File: config.mk
export PLATFORM = sky130hd
export DESIGN_NAME = alu_op_sequencer
export DESIGN_NICKNAME = d
export VERILOG_FILES = /design/src/rtl/alu_op_sequencer.sv
export SDC_FILE = /design/constraint.sdc
export NUM_CORES = 1
export LEC_CHECK = 0
export BUFFER_PORTS_ARGS = -buffer_cell sky130_fd_sc_hd__buf_2
export CAP_MARGIN = 25
export CORE_AREA = 2 2 155 157
export CTS_CLUSTER_SIZE = 25
export DETAILED_ROUTE_END_ITERATION = 7
export DIE_AREA = 0 0 157 159
export HOLD_SLACK_MARGIN = 0.02
export PLACE_DENSITY = 0.81
export SLEW_MARGIN = 25
export SYNTH_ARGS = -nofsm -noshare
export SYNTH_HDL_FRONTEND = slang
export SYNTH_SLANG_ARGS = --single-unit
File: constraint.sdc
create_clock -name clk -period 7 [get_ports clk]
set_input_delay 0.7 -clock clk [delete_from_list [all_inputs] [get_ports clk]]
set_output_delay 0.7 -clock clk [all_outputs]
set_load 0.005 [all_outputs]
File: src/rtl/alu_op_sequencer.sv
// Sequences add/sub/and/or requests through an external combinational ALU, using two passes
// for subtraction. Define ALU_SEQ_SLT_EN to make R-type funct 0010 (set-less-than) legal.
module alu_op_sequencer (
    input  logic        clk,
    input  logic        reset_n,
    input  logic        req_valid,
    output logic        req_ready,
    input  logic [1:0]  req_aluop,
    input  logic [3:0]  req_funct,
    input  logic [63:0] req_a,
    input  logic [63:0] req_b,
    output logic [63:0] alu_a,
    output logic [63:0] alu_b,
    output logic [3:0]  alu_op,
    input  logic [63:0] alu_result,
    input  logic        alu_zero,
    output logic        rsp_valid,
    input  logic        rsp_ready,
    output logic [63:0] rsp_result,
    output logic        rsp_zero,
    output logic        rsp_err
);

    localparam logic [3:0] OpAnd     = 4'b0000;
    localparam logic [3:0] OpOr      = 4'b0001;
    localparam logic [3:0] OpAdd     = 4'b0010;
    localparam logic [3:0] OpAddInvB = 4'b0110;

    typedef enum logic [1:0] {StIdle, StPass1, StPass2, StResp} state_e;
    typedef enum logic [2:0] {KindAdd, KindSub, KindAnd, KindOr, KindSlt} kind_e;

    state_e      state_q, state_d;
    kind_e       kind_q, kind_d;
    logic [63:0] alu_a_q, alu_a_d, alu_b_q, alu_b_d;
    logic [3:0]  alu_op_q, alu_op_d;
    logic [63:0] res_q, res_d;
    logic        zero_q, zero_d, err_q, err_d;

    kind_e       dec_kind;
    logic        dec_legal;
    logic [3:0]  dec_op;

    always_comb begin
        dec_legal = 1'b1;
        dec_kind  = KindAdd;
        case (req_aluop)
            2'b00: dec_kind = KindAdd;
            2'b01: dec_kind = KindSub;
            2'b10: begin
                case (req_funct)
                    4'b0000: dec_kind = KindAdd;
                    4'b1000: dec_kind = KindSub;
                    4'b0111: dec_kind = KindAnd;
                    4'b0110: dec_kind = KindOr;
`ifdef ALU_SEQ_SLT_EN
                    4'b0010: dec_kind = KindSlt;
`endif
                    default: dec_legal = 1'b0;
                endcase
            end
            default: dec_legal = 1'b0;
        endcase
        // Subtraction starts as a + ~b; the +1 is added in the second pass.
        case (dec_kind)
            KindAnd:          dec_op = OpAnd;
            KindOr:           dec_op = OpOr;
            KindSub, KindSlt: dec_op = OpAddInvB;
            default:          dec_op = OpAdd;
        endcase
    end

    always_comb begin
        state_d  = state_q;
        kind_d   = kind_q;
        alu_a_d  = alu_a_q;
        alu_b_d  = alu_b_q;
        alu_op_d = alu_op_q;
        res_d    = res_q;
        zero_d   = zero_q;
        err_d    = err_q;
        case (state_q)
            StIdle: begin
                if (req_valid) begin
                    if (dec_legal) begin
                        kind_d   = dec_kind;
                        alu_a_d  = req_a;
                        alu_b_d  = req_b;
                        alu_op_d = dec_op;
                        state_d  = StPass1;
                    end else begin
                        res_d   = 64'd0;
                        zero_d  = 1'b0;
                        err_d   = 1'b1;
                        state_d = StResp;
                    end
                end
            end
            StPass1: begin
                if (kind_q == KindSub || kind_q == KindSlt) begin
                    alu_a_d  = alu_result;
                    alu_b_d  = 64'd1;
                    alu_op_d = OpAdd;
                    state_d  = StPass2;
                end else begin
                    res_d   = alu_result;
                    zero_d  = alu_zero;
                    err_d   = 1'b0;
                    state_d = StResp;
                end
            end
            StPass2: begin
                err_d = 1'b0;
                if (kind_q == KindSlt) begin
                    res_d  = {63'b0, alu_result[63]};
                    zero_d = ~alu_result[63];
                end else begin
                    res_d  = alu_result;
                    zero_d = alu_zero;
                end
                state_d = StResp;
            end
            StResp: begin
                if (rsp_ready) state_d = StIdle;
            end
            default: state_d = StIdle;
        endcase
    end

    always_ff @(posedge clk or negedge reset_n) begin
        if (!reset_n) begin
            state_q  <= StIdle;
            kind_q   <= KindAdd;
            alu_a_q  <= 64'd0;
            alu_b_q  <= 64'd0;
            alu_op_q <= 4'd0;
            res_q    <= 64'd0;
            zero_q   <= 1'b0;
            err_q    <= 1'b0;
        end else begin
            state_q  <= state_d;
            kind_q   <= kind_d;
            alu_a_q  <= alu_a_d;
            alu_b_q  <= alu_b_d;
            alu_op_q <= alu_op_d;
            res_q    <= res_d;
            zero_q   <= zero_d;
            err_q    <= err_d;
        end
    end

    assign req_ready  = (state_q == StIdle);
    assign rsp_valid  = (state_q == StResp);
    assign alu_a      = alu_a_q;
    assign alu_b      = alu_b_q;
    assign alu_op     = alu_op_q;
    assign rsp_result = res_q;
    assign rsp_zero   = zero_q;
    assign rsp_err    = err_q;

endmodule
# After elaboration in Yosys (flattened, before gate mapping)
# Index checks and enable logic that the tools add are counted.
totals:
  out_inout_bits: 200
  ff_bits: 203
classes:
  n_mux: 36
  n_reduce_logical: 13
  eq_ne: 20
  bitwise: 1
op_table:
  columns: ["op", "n"]
  rows:
  - ["64-bit two-way mux", 10]
  - ["64-bit case mux with 2 select lines", 2]
  - ["64-bit case mux with 3 select lines", 1]
  - ["4-bit two-way mux", 3]
  - ["1-bit two-way mux", 9]
  - ["3-bit case mux with 3 select lines", 1]
  - ["4-bit by 3-bit equality test with 1-bit output, second input constant", 2]
  - ["2-bit != test, second input constant", 4]
  - ["2-bit case mux with 4 select lines", 1]
  - ["4-bit case mux with 2 select lines", 1]
  - ["4-bit AND reduction", 2]
  - ["2-bit equality test, second input constant", 3]
  - ["3-bit by 1-bit equality test with 1-bit output, second input constant", 2]
  - ["3-bit by 2-bit equality test with 1-bit output, second input constant", 2]
  - ["3-bit equality test, second input constant", 2]
  - ["2-bit two-way mux", 3]
  - ["1-bit case mux with 3 select lines", 2]
  - ["2-bit case mux with 3 select lines", 1]
  - ["2-bit by 1-bit equality test with 1-bit output, second input constant", 2]
  - ["4-bit equality test, second input constant", 1]
  - ["2-bit logical NOT", 2]
  - ["4-bit logical NOT", 1]
  - ["2-bit by 1-bit != test with 1-bit output, second input constant", 2]
  - ["2-bit case mux with 2 select lines", 1]
  - ["other kinds (9)", 10]

# Depth between registers and ports, before layout
# Gate-level depths: netlist of run 1.
depth:
  word_depth: 9
  mapped_depth: 10

# Least setup slack after synthesis of run 1
# No wires, ideal clock.
synth_timing:
  path_kind: "input-to-reg"
  startpoint: "input req_aluop[0]"
  endpoint: "register alu_a_q[37], in the netlist alu_a[37]"
  n_path_buf: 3
  cell_stages: 9
  path_slack_ns: 4.429
  arrival_time_ns: 2.446
  required_ns: 6.875
  path_cell_list: "inv_1 -> ha_1 -> or4b_1 -> and2_1 -> a31o_1 -> clkbuf_1 -> buf_6 -> buf_6 -> mux2_4"
synth_via:
  elab_chain_len: 5
  word_cells_on_any_way: 7
  cone_classes: "eq/ne (3); mux (1); reduce/logical (3)"
synth_lines:
  columns: ["item", "line", "source"]
  rows:
  - ["from (decl)", "8", "input logic [1:0] req_aluop,"]
  - ["2-bit by 1-bit equality test with 1-bit output or 2-bit logical NOT (tied branches)", "46", "case (req_aluop)"]
  - ["2-bit OR reduction (no source line)", null, null]
  - ["1-bit case mux with 2 select lines *", "46", null]
  - ["2-bit by 1-bit != test with 1-bit output (no source line) *", null, null]
  - ["4-bit AND reduction (no source line) *", null, null]
  - ["to (signal assigned)", "142", "alu_a_q <= alu_a_d;"]
  - ["to (decl)", "34", "logic [63:0] alu_a_q, alu_a_d, alu_b_q, alu_b_d;"]
# Mark *: on every way between the ends. The rest lies on a longest branch, timed or not.
# A chain may end at the register's enable or synchronous reset.

# Final worst setup path of run 1
layout_timing:
  startpoint: "register state_q[1]"
  endpoint: "register alu_a_q[5], in the netlist alu_a[5]"
layout_via:
  elab_chain_len: 3
  word_cells_on_any_way: 8
  cone_classes: "eq/ne (4); mux (1); reduce/logical (3)"
layout_lines:
  columns: ["item", "line", "source"]
  rows:
  - ["from (decl)", "32", "state_e state_q, state_d;"]
  - ["from (signal assigned)", "131", "state_q <= StIdle;"]
  - ["from (signal assigned)", "140", "state_q <= state_d;"]
  - ["2-bit by 1-bit equality test with 1-bit output or 2-bit logical NOT (tied branches)", "81", "case (state_q)"]
  - ["2-bit != test (no source line) (tied with other cells)", null, null]
  - ["4-bit AND reduction (no source line)", null, null]
# Parallel ways exist; a longest one is shown, timed or not.

==> flow_metrics.tcl, run 1 <==
set metrics [dict create \
    status "completed" \
    critical_path.max_fanout 63 \
    seqPwrFrac_pct 31.1 \
    maxCapViolCount 0 \
    fin_worst_skew_ns 0.0170 \
    synth.most_common_cell "dfrtp_1" \
    yosys_register_bits 201 \
    worstReg2RegStart "state_q[1]$_DFFE_PN0P_" \
    drive_gt1_share_pct 55.4 \
    dp_hpwl_um 18300 \
    initialDrtViolationCount 282 \
    async_flop_share_pct 100 \
    critPathCaptureType "flop" \
    worstHoldPathType "in2async" \
    grt_pass1_wl_um 39200 \
    fmax_mhz 298 \
    start_util_pct 42.1 \
    critPathSlowestCell "buf_4" \
    worstPathRequired_ns 7.40 \
    fin_crit_ns 3.36 \
    synthTopCellsByCount "dfrtp_1 (201), mux2_2 (104), mux2_4 (90)" \
    post_cts_buffers 0 \
    crit_path_start_kind "flop" \
    avgSynthCellArea_um2 12.8 \
    setup_viol 0 \
    critPathArrivalTime_ns 3.76 \
    die-area_um2 25000 \
    layout.nets 1358 \
    gp_congestion 0.796 \
    max-slew-margin-rel_pct 38.2 \
    die_h_um 159 \
    reg2reg_slack_ns 3.64 \
    syn_inst 760 \
    timing.rr.end "alu_a[5]$_DFFE_PN0P_" \
    vias 7067 \
    ctsRootBufferMaster "clkbuf_16" \
    hold_violations 0 \
    worstRegToRegCells 6 \
    power.density_nw_per_um2 506 \
    ant_nets 0 \
    clk_path_buf_depth 3 \
    synth_top_area_cell "dfrtp_1" \
    crit_chain "inv_1 -> ha_4 -> a221o_1 -> a31o_4 -> buf_4 -> mux2_2" \
    rsz0062_at_grt "false" \
    syn-cell-area_um2 9770 \
    critPathKind "reg2reg" \
    drtPass1Iterations 4 \
    cp_top_family "buffers and inverters" \
    grt_pass1_vias 7457 \
    p_clk_share_pct 20.5 \
    yosys_warnings 0 \
    grt-ovfl-total 0 \
    cts_buffers 25 \
    yosysTopAreaCellShare_pct 51.5 \
    coreArea_um2 23200 \
    leakage_nw 6.86 \
    h-tree-depth 1 \
    area_delta_synth_final_pct 31.4 \
    path_buf_inv 2 \
    ioPinCount 403 \
    rows 56 \
    die_w_um 157 \
    synth-edff-count 0 \
    cts-hold-fix-buffers 0 \
    synth_fp_nets 970 \
    synth_top_cells_by_area "dfrtp_1 (52%), mux2_4 (14%), mux2_2 (12%)" \
    ctsResizeCount 0 \
    vdd.ir_drop.worst_mv 0.235 \
    critPathMaxStageDelay_ns 0.79 \
    port_buffers 401 \
    antenna_found_initial 0 \
    numClockSinks 201 \
    routed_wl_um 25200 \
    path_clk_slew_ns 0.06 \
    wl_per_cell_um 17.0 \
    grt_max_degree 75 \
    comb_power_share_pct 48.4 \
    slew_viol_final 0 \
    gr-usage-all-layers_pct 19.6 \
    worst_slew_pin_slew_ns 0.927 \
    p_sw_mw 2.22 \
    setup-tns-final_ns 0 \
    clk_latency_ns 0.52 \
    drc 0 \
    fin_crit_sh_pct 48.0 \
    viasPerCell 4.76 \
    swShare_pct 34.2 \
    ys_dominant_reg_cell "dfrtp_1" \
    synth.distinct_cells 32 \
    p_total_mw 6.49 \
    ys_seq_area_share_pct 51.5 \
    cts_tree "built" \
    p_int_mw 4.27 \
]
worst max-delay path by stage:
| stage | slack, ns | cells after the start | endpoint | from |
|---|---|---|---|---|
| after floorplan | 4.43 | 9 | alu_a[37]$_DFFE_PN0P_ | req_aluop[0] |
| after global placement | 3.54 | 8 | rsp_result[39]$_DFFE_PN0P_ | req_aluop[0] |
| after detailed placement | 3.47 | 8 | rsp_result[5]$_DFFE_PN0P_ | req_aluop[0] |
| after CTS | 3.59 | 6 | alu_a[5]$_DFFE_PN0P_ | state_q[1]$_DFFE_PN0P_ |
| after global routing | 3.43 | 6 | alu_a[4]$_DFFE_PN0P_ | state_q[1]$_DFFE_PN0P_ |
| final | 3.64 | 6 | alu_a[5]$_DFFE_PN0P_ | state_q[1]$_DFFE_PN0P_ |
sequential cells by signal, summed over array words and instances (netlist names):
name	count
alu_b	64
kind_q	2
alu_a	64
rsp_result	64
rsp_err	1
state_q	2
rsp_zero	1
alu_op	3
power groups by stage:
stage / Clock [mW] / Sequential, mW / Combinational [mW]
2_1_floorplan: 0 / 2.04 / 2.17
3_3_place_gp: 0 / 2.00 / 3.09
3_5_place_dp: 0 / 2.02 / 3.17
4_1_cts: 1.36 / 2.02 / 3.18
5_1_grt: 1.41 / 2.08 / 3.41
6_report: 1.33 / 2.02 / 3.14
cell usage in the layout, fill, tap and decap left out, types with 4 or more instances in the layout:
cell,count
dfrtp_1,201
buf_2,400
nor2_1,5
mux2_4,90
clkbuf_8,5
clkbuf_16,25
bufinv_16,4
clkbuf_1,4
a21oi_1,5
clkinv_2,4
nand2_1,70
nor2b_1,66
mux2i_1,68
mux2_2,104
ha_1,5
o21ai_0,5
buf_4,5
inv_1,75
per-stage QoR:
step / util (%) / setup slack (ns) / hold WS [ns] / area, µm² / instances
2_1_floorplan: - / 4.43 / 0.404 / 9770 / 760
3_3_place_gp: 51.6 / 3.54 / 0.483 / 12000 / 1440
3_5_place_dp: 51.6 / 3.47 / 0.488 / 12000 / 1440
4_1_cts: 55.3 / 3.59 / 0.160 / 12800 / 1483
5_1_grt: 55.3 / 3.43 / 0.189 / 12800 / 1483
6_report: 55.3 / 3.64 / 0.163 / 12800 / 1484
metal layers:
layer / vias to the layer above / wire, µm / track usage, %
li1: 3288 / - / -
met5: - / 0 / 0
met4: 0 / 1150 / 8.51
met3: 77 / 1810 / 4.57
met1: 3409 / 9950 / 23.5
met2: 293 / 12300 / 33.7
cells by family (layout without fill, tap and decap cells):
group	after synthesis	in the layout	share of synthesized area (%)
other cells	1	2	0.0384
flops	201	201	51.5
mux	262	262	32.8
fa+ha+maj	7	7	0.897
buf+inv	122	526	5.92
simple gates	151	151	7.83
compound gates	16	16	1.01
final cells by class:
cell class                 instances  area [µm²]
clock buffer                      33         696
sequential                       201        5030
clock inverter                    10         158
tap                              319         399
antenna                            1        2.50
inverter                          75         282
fill                            1928       10400
timing repair buffer             408        2080
multi-input combinational        437        4190
No activity file was read; power rests on OpenSTA's default activity.
==> run 2, diff against run 1 <==
==> constraint.sdc (replaced) <==
create_clock -name clk -period 3.25 [get_ports clk]
set_input_delay 0.325 -clock clk [delete_from_list [all_inputs] [get_ports clk]]
set_output_delay 0.325 -clock clk [all_outputs]
set_load 0.005 [all_outputs]
==> flow_metrics.tcl, run 2 (same netlist as run 1, synthesis figures left out) <==
set metrics [dict create \
    status "completed" \
    fillerInstances 1911 \
    rows 56 \
    numClockSinks 201 \
    fin_crit_ns 2.78 \
    ant_nets 0 \
    cts_tree "built" \
    crit_end "alu_a[2]$_DFFE_PN0P_" \
    grt_pass1_wl_um 41100 \
    drtPass1Iterations 4 \
    timing.rr.end "alu_a[2]$_DFFE_PN0P_" \
    drive_gt1_share_pct 55.2 \
    routed_wl_um 26400 \
    drt-met1-wl_um 10400 \
    wl_met3_um 1780 \
    worstPathRequired_ns 3.63 \
    fin_cells 1490 \
    worstReg2RegStart "state_q[0]$_DFFE_PN0P_" \
    area_delta_synth_final_pct 31.9 \
    setup-tns-final_ns 0 \
    grt_max_degree 84 \
    wl_met2_um 13400 \
    start_util_pct 42.1 \
    layout.nets 1364 \
    worstRegToRegCells 7 \
    hold_violations 0 \
    clk_path_buf_depth 3 \
    die-area_um2 25000 \
    final_cell_mix "buf_2 (400), dfrtp_1 (201), mux2_2 (104)" \
    critPathMaxStageDelay_ns 0.60 \
    ioPinCount 403 \
    die_w_um 157 \
    grt-ovfl-total 0 \
    vias 7148 \
    reg2reg_slack_ns 0.47 \
    grt_pass1_vias 7589 \
    setup_viol 0 \
    coreArea_um2 23200 \
    startpoint "state_q[0]$_DFFE_PN0P_" \
    cp.depth 7 \
    max-slew-margin-rel_pct 35.0 \
    leakage_nw 6.89 \
    placed_cells 1446 \
    fmax_mhz 360 \
    power.density_nw_per_um2 1080 \
    path_clk_slew_ns 0.06 \
    clk_latency_ns 0.50 \
    crit_path_start_kind "flop" \
    fin_worst_skew_ns 0.0124 \
    top_layer "met4" \
    cp_top_family "compound AO/OA/AOI/OAI gates" \
    slew_viol_final 0 \
    regArea_um2 5030 \
    critical_path.max_fanout 50 \
    wl_per_cell_um 17.7 \
    vdd.ir_drop.worst_mv 0.606 \
    dp_hpwl_um 19300 \
    critPathKind "reg2reg" \
    maxCapViolCount 0 \
    worst_slew_pin_slew_ns 0.975 \
    drc 0 \
    crit_chain "inv_1 -> ha_2 -> mux2i_1 -> a221o_1 -> a31o_4 -> buf_12 -> mux2_2" \
    cts_buffers 24 \
    critPathCaptureType "flop" \
    gp_congestion 0.814 \
    viasPerCell 4.80 \
    fin_crit_sh_pct 85.4 \
    port_buffers 401 \
    critPathArrivalTime_ns 3.16 \
    final_common_cell "buf_2" \
    gr-usage-all-layers_pct 20.6 \
    ctsRootBufferMaster "clkbuf_16" \
    multi_input_area_um2 4190 \
    critPathSlowestCell "a31o_4" \
    path_buf_inv 2 \
    antenna_found_initial 1 \
    worstHoldPathType "in2reg" \
    die_h_um 159 \
    ctsResizeCount 0 \
    initialDrtViolationCount 306 \
    rsz0062_at_grt "false" \
    h-tree-depth 1 \
]
[run 2: cell count changes in the layout (fill, tap and decap cells not counted), moves of 2 or more]
cell       delta
clkinv_2      -2
clkbuf_1      +4
buf_6         -2
bufinv_16     -2
buf_12        +5
buf_4         +3
clkinv_4      -2
[run 2: metal layers]
metal	vias to the layer above	track usage, %
met5	-	0
li1	3298	-
met2	286	36.7
met1	3508	24.3
met4	0	7.26
met3	56	4.68
[run 2: worst register-to-register path, delay by kind of cell (launching register included)]
kind | cells | cell delay, ns
fa+ha+maj | 1 | 0.28
mux | 2 | 0.66
buf+inv | 2 | 0.50
flops | 1 | 0.47
compound gates | 2 | 0.76
[run 2: power by group]
part / internal (mW) / leakage [nW] / total, mW / switching (mW)
sequential: 3.71 / 2.48 / 4.36 / 0.643
combinational: 3.74 / 4.02 / 6.92 / 3.18
clock: 1.66 / 0.388 / 2.68 / 1.02
total: 9.12 / 6.89 / 14.0 / 4.84
[run 2: how the worst min path moves through the flow]
| stage | endpoint | cells past startpoint | slack [ns] | from |
|---|---|---|---|---|
| CTS | rsp_result[31]$_DFFE_PN0P_ | 3 | 0.04 | alu_result[31] |
| finish | rsp_result[31]$_DFFE_PN0P_ | 3 | 0.07 | alu_result[31] |
| floorplan | alu_a[0]$_DFFE_PN0P_ | 0 | 0.03 | reset_n |
| global route | rsp_result[41]$_DFFE_PN0P_ | 3 | 0.05 | alu_result[41] |
| global placement | alu_a[13]$_DFFE_PN0P_ | 1 | 0.42 | reset_n |
| detailed placement | alu_a[13]$_DFFE_PN0P_ | 1 | 0.43 | reset_n |
[run 2: final cells by class]
type	count	area share (%)
Timing Repair Buffer	415	17.0
Tap cell	319	3.10
Multi-Input combinational cell	437	32.5
Inverter	75	2.19
Clock buffer	37	5.52
Sequential cell	201	39.1
Antenna cell	1	0.0194
Clock inverter	5	0.632
[run 2: what timing repair did]
action                                 in CTS  in global routing
endpoints found under the hold margin      79                  0
hold buffers                                1                  0
setup buffers                               0                  0
[run 2: per-stage QoR]
step | total power [mW] | hold slack (ns) | area [µm²] | worst slack, ns | util, %
after floorplan | 9.09 | 0.0294 | 9770 | 0.993 | -
after global placement | 11.1 | 0.424 | 12100 | 0.560 | 52.1
after detailed placement | 11.4 | 0.426 | 12100 | 0.435 | 52.1
after CTS | 14.1 | 0.0377 | 12900 | 0.442 | 55.5
after global routing | 14.8 | 0.0516 | 12900 | 0.331 | 55.5
final | 14.0 | 0.0656 | 12900 | 0.475 | 55.5
